==> src/rtl/stall_sink_pkg.sv <==
// stall_sink_pkg: shared widths and default sizing for the stall sink
package stall_sink_pkg;
  localparam int DATA_W = 32;
  localparam int DEF_DEPTH = 8;
  localparam int DEF_SKID = 2;
  localparam int DEF_DRAIN_PERIOD = 4;
  function automatic int ptr_w(input int depth);
    return $clog2(depth);
  endfunction
  function automatic int cnt_w(input int depth);
    return $clog2(depth) + 1;
  endfunction
endpackage

==> src/rtl/stall_sink_lane.sv <==
// stall_sink_lane: one lane FIFO with rate-limited drain, stall and overflow; STALL_SINK_CHECKSUM_EN adds a popped-word sum
module stall_sink_lane
  import stall_sink_pkg::*;
#(
  parameter int DEPTH = DEF_DEPTH,
  parameter int SKID = DEF_SKID,
  parameter int DRAIN_PERIOD = DEF_DRAIN_PERIOD
) (
  input  logic              clk,
  input  logic              reset,
  input  logic              valid,
  input  logic [DATA_W-1:0] data,
  output logic              stall,
  output logic [DATA_W-1:0] out_data,
  output logic              out_valid,
`ifdef STALL_SINK_CHECKSUM_EN
  output logic [DATA_W-1:0] checksum,
`endif
  output logic              overflow
);
  localparam int PW = ptr_w(DEPTH);
  localparam int CW = cnt_w(DEPTH);
  localparam int DW = cnt_w(DRAIN_PERIOD);
  localparam logic [CW-1:0] FULL = CW'(DEPTH);
  localparam logic [CW-1:0] THR = CW'(DEPTH - SKID);
  localparam logic [DW-1:0] LAST = DW'(DRAIN_PERIOD - 1);
  logic [DATA_W-1:0] mem [DEPTH];
  logic [PW-1:0] wr_ptr, rd_ptr;
  logic [CW-1:0] count;
  logic [DW-1:0] drain_cnt;
  logic pop, push;
  // a pop frees the slot this cycle, so a full FIFO still takes a push on the drain slot
  always_comb begin
    pop = (drain_cnt == LAST) && (count != '0);
    push = valid && ((count != FULL) || pop);
  end
  assign stall = count >= THR;
  always_ff @(posedge clk) if (push) mem[wr_ptr] <= data;
  always_ff @(posedge clk) begin
    if (reset) begin
      wr_ptr <= '0;
      rd_ptr <= '0;
      count <= '0;
      drain_cnt <= '0;
      out_data <= '0;
      out_valid <= 1'b0;
      overflow <= 1'b0;
    end else begin
      drain_cnt <= (drain_cnt == LAST) ? '0 : drain_cnt + 1'b1;
      out_valid <= pop;
      if (pop) out_data <= mem[rd_ptr];
      if (pop) rd_ptr <= rd_ptr + 1'b1;
      if (push) wr_ptr <= wr_ptr + 1'b1;
      count <= count + CW'(push) - CW'(pop);
      if (valid && !push) overflow <= 1'b1;
    end
  end
`ifdef STALL_SINK_CHECKSUM_EN
  always_ff @(posedge clk) begin
    if (reset) checksum <= '0;
    else if (pop) checksum <= checksum + mem[rd_ptr];
  end
`endif
endmodule

==> src/rtl/stall_sink_fsm.sv <==
// stall_sink_fsm: dual-lane stall-protocol receiver; STALL_SINK_CHECKSUM_EN adds checksum_1/checksum_2
module stall_sink_fsm
  import stall_sink_pkg::*;
#(
  parameter int DEPTH = DEF_DEPTH,
  parameter int SKID = DEF_SKID,
  parameter int DRAIN_PERIOD = DEF_DRAIN_PERIOD
) (
  input  logic              clk,
  input  logic              reset,
  input  logic [DATA_W-1:0] pipeline1_outputs,
  input  logic [DATA_W-1:0] pipeline2_outputs,
  input  logic              valid_1,
  input  logic              valid_2,
  output logic              out_stall_1,
  output logic              out_stall_2,
  output logic [DATA_W-1:0] out_data_1,
  output logic [DATA_W-1:0] out_data_2,
  output logic              out_valid_1,
  output logic              out_valid_2,
`ifdef STALL_SINK_CHECKSUM_EN
  output logic [DATA_W-1:0] checksum_1,
  output logic [DATA_W-1:0] checksum_2,
`endif
  output logic              overflow_1,
  output logic              overflow_2
);
  stall_sink_lane #(.DEPTH(DEPTH), .SKID(SKID), .DRAIN_PERIOD(DRAIN_PERIOD)) u_lane1 (
    .clk(clk), .reset(reset), .valid(valid_1), .data(pipeline1_outputs),
    .stall(out_stall_1), .out_data(out_data_1), .out_valid(out_valid_1),
`ifdef STALL_SINK_CHECKSUM_EN
    .checksum(checksum_1),
`endif
    .overflow(overflow_1)
  );
  stall_sink_lane #(.DEPTH(DEPTH), .SKID(SKID), .DRAIN_PERIOD(DRAIN_PERIOD)) u_lane2 (
    .clk(clk), .reset(reset), .valid(valid_2), .data(pipeline2_outputs),
    .stall(out_stall_2), .out_data(out_data_2), .out_valid(out_valid_2),
`ifdef STALL_SINK_CHECKSUM_EN
    .checksum(checksum_2),
`endif
    .overflow(overflow_2)
  );
endmodule

==> config.mk <==
export PLATFORM = sky130hd
export DESIGN_NAME = stall_sink_fsm
export DESIGN_NICKNAME = d
export VERILOG_FILES = /design/src/rtl/stall_sink_pkg.sv /design/src/rtl/stall_sink_lane.sv /design/src/rtl/stall_sink_fsm.sv
export SDC_FILE = /design/constraint.sdc
export NUM_CORES = 1
export LEC_CHECK = 0
export ABC_AREA = 1
export CAP_MARGIN = 5
export CORE_UTILIZATION = 53
export DETAILED_ROUTE_END_ITERATION = 10
export PLACE_DENSITY = 0.8
export SYNTH_ARGS = -nofsm -noshare
export SYNTH_HDL_FRONTEND = slang
export SYNTH_SLANG_ARGS = --single-unit
==> constraint.sdc <==
create_clock -name clk -period 6.3 [get_ports clk]
set_input_delay 0.945 -clock clk [delete_from_list [all_inputs] [get_ports clk]]
set_output_delay 0.945 -clock clk [all_outputs]
set_load 0.02 [all_outputs]
# Word level (Yosys, flattened, before mapping)
# Memory sizes are Yosys's and may differ from the RTL's. A register that Yosys moved wholly into a read port is not among the register bits.
# Index checks and enable logic that the tools add are counted.
op_classes:
  add_sub_neg: 10
  magnitude_cmp: 2
  eq_ne: 4
  n_mux: 4
  reduce_logical: 14
ops:
  columns: ["op", "n"]
  rows:
  - ["$add A3 B1 Y3 const B", 6]
  - ["$add A4 B1 Y4", 2]
  - ["$ge A4 B3 Y1 const B", 2]
  - ["$ne A4 B4 Y1 const B", 2]
  - ["$reduce_bool A4 Y1", 2]
  - ["$sub A4 B1 Y4", 2]
  - ["$eq A3 B2 Y1 const B", 2]
  - ["$logic_and A1 B1 Y1", 6]
  - ["$mux W1", 4]
  - ["$reduce_or A2 Y1", 2]
  - ["$logic_not A1 Y1", 2]
  - ["$logic_or A1 B1 Y1", 2]
totals:
  ff_bits: 30
  ramBits: 512
  out_inout_bits: 70
  n_memories: 2
memory_table:
  columns: ["name", "words", "width", "rd", "rd_clocked_by_memory_dff", "write_ports", "line_no", "rtl"]
  rows:
  - ["u_lane1.mem", 8, 32, 1, 1, 1, "stall_sink_lane.sv:27", "logic [DATA_W-1:0] mem [DEPTH];"]
  - ["u_lane2.mem", 8, 32, 1, 1, 1, "stall_sink_lane.sv:27", null]

# Logic depth before layout (Yosys ltp)
depth:
  word_depth: 6
  ltp_mapped: 16
  mapped_depth_nobuf: 14

# By module
# Synthesis repeated with hierarchy kept, for this count alone.
unflattened:
  cells_unflattened: 2506
  hier_area_um2: 25559.5
by_module_without_submodules:
  columns: ["mod", "instances", "cells_each", "area_per_inst_um2"]
  rows:
  - ["stall_sink_lane", 2, 1253, 12779.8]

# Least setup slack after synthesis
# No wires, ideal clock.
synth_path:
  path_type: "register -> register"
  startpoint: "register u_lane2.drain_cnt[0]"
  endpoint: "memory u_lane2.mem[4][0], enable pin"
  setup_time_ns: 0.461
  arrival_time_ns: 3.313
  t_required_ns: 5.839
  setup_slack_ns: 2.525
  stages_incl_launch_ff: 7
  n_path_buf: 0
  path_cell_list: "dfxtp_1 > ha_1 > ha_1 > inv_1 > o211ai_1 > nand2_1 > nor3_1"
synth_between:
  elab_chain_cells: 6
synth_rtl:
  columns: ["item", "line_no", "rtl"]
  rows:
  - ["from (decl)", "stall_sink_lane.sv:30", "logic [DW-1:0] drain_cnt;"]
  - ["from (signal assigned)", "stall_sink_lane.sv:49", "drain_cnt <= (drain_cnt == LAST) ? '0 : drain_cnt + 1'b1;"]
  - ["$eq A3 B2 Y1", "stall_sink_lane.sv:34", "pop = (drain_cnt == LAST) && (count != '0);"]
  - ["$logic_and A1 B1 Y1", "stall_sink_lane.sv:34", null]
  - ["$logic_or A1 B1 Y1", "stall_sink_lane.sv:35", "push = valid && ((count != FULL) || pop);"]
  - ["$logic_and A1 B1 Y1", "stall_sink_lane.sv:35", null]
  - ["$mux W1", "stall_sink_lane.sv:38", "always_ff @(posedge clk) if (push) mem[wr_ptr] <= data;"]
  - ["$mux W1 (not written as such)", "stall_sink_lane.sv:38", null]
  - ["to (decl)", "stall_sink_lane.sv:27", null]
# No other way between the ends.

# Final worst setup path
layout_path:
  startpoint: "register u_lane2.drain_cnt[0]"
  endpoint: "memory u_lane2.mem[2][14], enable pin"
# Same word-level chain as after synthesis.

==> summary.md <==
| Metric | Value |
|---|---|
| PwrDens | 324.1 nW/µm² |
| Number of global-route vias before repair | between 15000 and 20000 |
| CTS tree | done |
| Port Buf Inserts | 137 |
| Syn avg cell area | 10.17 µm² |
| Util after Layout | 61.54% |
| Unrepaired setup endpoints after global routing | false |
| Max VDD drop | 0.2488 mV |
| CP Capture Type | flop |
| Gpl congestion | between 0.8 and 0.9 |
| Largest net degree at the start of global routing | 102 |
| Die ar. | between 40000 and 50000 µm² |
| Die Span Y | 221.3 µm |
| CTS sink count | 606 |
| Total Neg Setup Slack | 0 ps |
| Register area | 17270 µm² |
| Detail Placement HPWL | between 30000 and 40000 µm |
| Max Clk Rate | 343.9 MHz |
| Period utilization | 46.16% |
| Hold Fails Final Rpt | 0 |
| Via count | 17610 |
| Skew final | between 30 and 40 ps |
| Drt first pass iters | 6 |
| # IOs | 138 |
| First-pass GRT wire length | 90850 µm |
| Top cell by count, worst path | ha_1 |
| Worst Path Required | between 6000 and 7000 ps |
| Post-CTS setup buffers | 0 |
| Routed WL | around 58000 µm |
| H-tree Lvls | 2 |
| Ratio of cells with drive above 1 in the final layout | around 5.3% |
| Cts hold-fix bufs | 0 |
| CP Launch Type | flop |
| Number of CTS-inserted buffers | 57 |
| Fill cells | roughly 3500 |
| Slew margin rel. | around 18% |
| Cell row count | 80 |
| P&R area growth vs syn | 14.76% |
| Max Cap Viol | 0 |
| Final Slew Violations | 0 |
| Nets@finish | roughly 2700 |
| Drt wl/cell | 17.64 µm |
| Clock Latency Late Sink | 610 ps |
| Root buffer cell | clkbuf_16 |
| Synthesized area | 25500 µm² |
| Initial antenna violation count | 7 |
| Tightest Pin Transition | 1234 ps |
| Final ANT Viol Nets | 0 |
| #FFs+latches synth | between 600 and 700 |
| Core area | 47550 µm² |
| Hold slack | 425.0 ps |
| Initial drt markers | 1577 |
| Crit path buffers/inverters | 2 |
| Clock buffer depth | 3 |
| Type of the worst min-delay path | flop to flop |
| Area occupied by multi-input gates | 5658 µm² |
| CP Cell Sequence | ha_1 > ha_1 > inv_1 > o211ai_1 > nand2_1 > nor3_2 > buf_4 |
| Max FO, Critical Path | 23 |
| Overall die width | 221.3 µm |
| Vias/cell | between 5 and 6 |
| Slowest CP cell | nor3_2 |
| Worst path max stage delay | 780 ps |
| Kind of critical path | flop to flop |
| Count of cell types in the netlist | 24 |
| GRT overflow | 0 |
| Dpl cells | 3160 |
| Cell family with most CP delay | simple AND/OR/NAND/NOR gates |
| Fin crit period | 2908 ps |
| Initial Utilization | 53.62% |
| Syn_nets | roughly 2600 |
| Post-Syn Instances | roughly 2500 |
| Status | complete, no violations |
| Setup Viol. Count Final | 0 |
| CTS clk-pin slew, worst paths | 60 ps |
| Sequential-to-total area share from yosys stat | 67.68% |
| Non-filler cells, final | 3271 |
| Total GRT Usage | 23.59% |
| Ys Warns | 0 |
| Leak | approximately 13 nW |
| DRC viols | 0 |
| CTS resizes | 0 |
| PnR Total Power | 0.009482 W |
| CP Data Arrival Time | 3150 ps |
-- kinds of logic (layout without fill, tap and decap cells) --
group / after synthesis / in the layout / synth area share [%]
buf+inv: 676 / 822 / 10.52
simple gates: 1048 / 1048 / 17.48
flops: 606 / 606 / 67.68
compound gates: 148 / 148 / 2.944
other cells: 0 / 4 / 0
fa+ha+maj: 24 / 24 / 1.237
xor+xnor: 4 / 4 / 0.1374
-- layout by cell type (no fill, tap or decap), drive strengths merged --
cell type,Yosys,routed
fa,2,2
o211ai,2,2
edfxtp,512,512
nand3b,2,2
o21ai,70,70
nand4,2,2
nor3,8,8
nor2,34,34
dfxtp,94,94
bufinv,0,5
ha,22,22
buf,98,23
xor2,3,3
nand2,610,610
a21oi,76,76
xnor2,1,1
inv,555,555
nand3,392,392
clkbuf,23,88
clkdlybuf4s50,0,137
clkinv,0,12
clkinvlp,0,2
diode,0,4
-- cells in the mapped netlist --
library cell,n,share of area [%]
nand3b_1,2,0.059
edfxtp_1,512,60
dfxtp_1,94,7.4
o21ai_0,70,1.4
o211ai_1,1,0.029
xor2_1,3,0.10
nor2_1,32,0.47
buf_1,8,0.12
fa_1,2,0.16
nand2_1,608,9.0
nor3_1,8,0.16
clkbuf_1,23,0.34
ha_1,22,1.1
xnor2_1,1,0.034
nor2_2,2,0.049
nand3_1,392,7.7
nand4_1,2,0.049
inv_1,551,8.1
buf_2,85,1.7
nand2_2,2,0.049
o211ai_2,1,0.049
inv_2,4,0.059
buf_6,5,0.22
a21oi_1,76,1.5
-- per-stage QoR --
step	instance area [µm²]	worst slack, ps
6_report	29260	3392
5_1_grt	29260	3224
4_1_cts	29250	3409
3_5_place_dp	27320	2898
3_3_place_gp	27320	3009
2_1_floorplan	25500	2525
-- power breakdown --
group | internal, W | switching [W]
Combinational | 0.000417 | 0.000818
Clock | 0.00204 | 0.00146
Sequential | 0.00464 | 0.000111
-- final timing paths --
path	start	endpoint	slack, ps	depth (start not counted)
hold reg to reg	u_lane2.drain_cnt[0]$_SDFF_PP0_	u_lane2.drain_cnt[0]$_SDFF_PP0_	430	1
setup / recovery	u_lane2.drain_cnt[0]$_SDFF_PP0_	u_lane2.mem[2][14]$_DFFE_PP_	3390	7
setup reg to reg	u_lane2.drain_cnt[0]$_SDFF_PP0_	u_lane2.mem[2][14]$_DFFE_PP_	3390	7
hold / removal	u_lane2.drain_cnt[0]$_SDFF_PP0_	u_lane2.drain_cnt[0]$_SDFF_PP0_	430	1
-- layout make-up --
type / instances / area share, %
diodes: 4 / 0.03421
clock buffers: 88 / 5.718
clock inverters: 19 / 0.8596
inverters: 555 / 7.129
multi-input cells: 1224 / 19.34
flip-flops and latches: 606 / 59.01
well taps: 615 / 2.630
repair buffers: 160 / 5.277
-- layer usage --
metal  vias up  wire [µm]  global-route usage, %
met2       822      29430                  41.07
met4         8       1718                  11.01
met5         -         50                      0
met1      8416      22060                  28.52
met3       145       4443                  4.209
li1       8217          -                      -
-- worst reg2reg max path, cell delays in order, from the launching register on --
cell	delay, ps
dfxtp_1	330
ha_1	160
ha_1	180
inv_1	60
o211ai_1	280
nand2_1	250
nor3_2	780
buf_4	510
-- flip-flops by register name (all words and copies together) (netlist names) --
name,count
u_lane2.rd_ptr,3
u_lane1.count,4
u_lane2.out_valid,1
u_lane2.wr_ptr,3
u_lane1.mem,256
u_lane1.wr_ptr,3
u_lane2.mem,256
u_lane2.overflow,1
u_lane1.drain_cnt,3
u_lane1.out_data,32
u_lane2.count,4
u_lane2.out_data,32
u_lane1.rd_ptr,3
u_lane2.drain_cnt,3
u_lane1.out_valid,1
u_lane1.overflow,1
No activity file was read; power rests on OpenSTA's default activity.
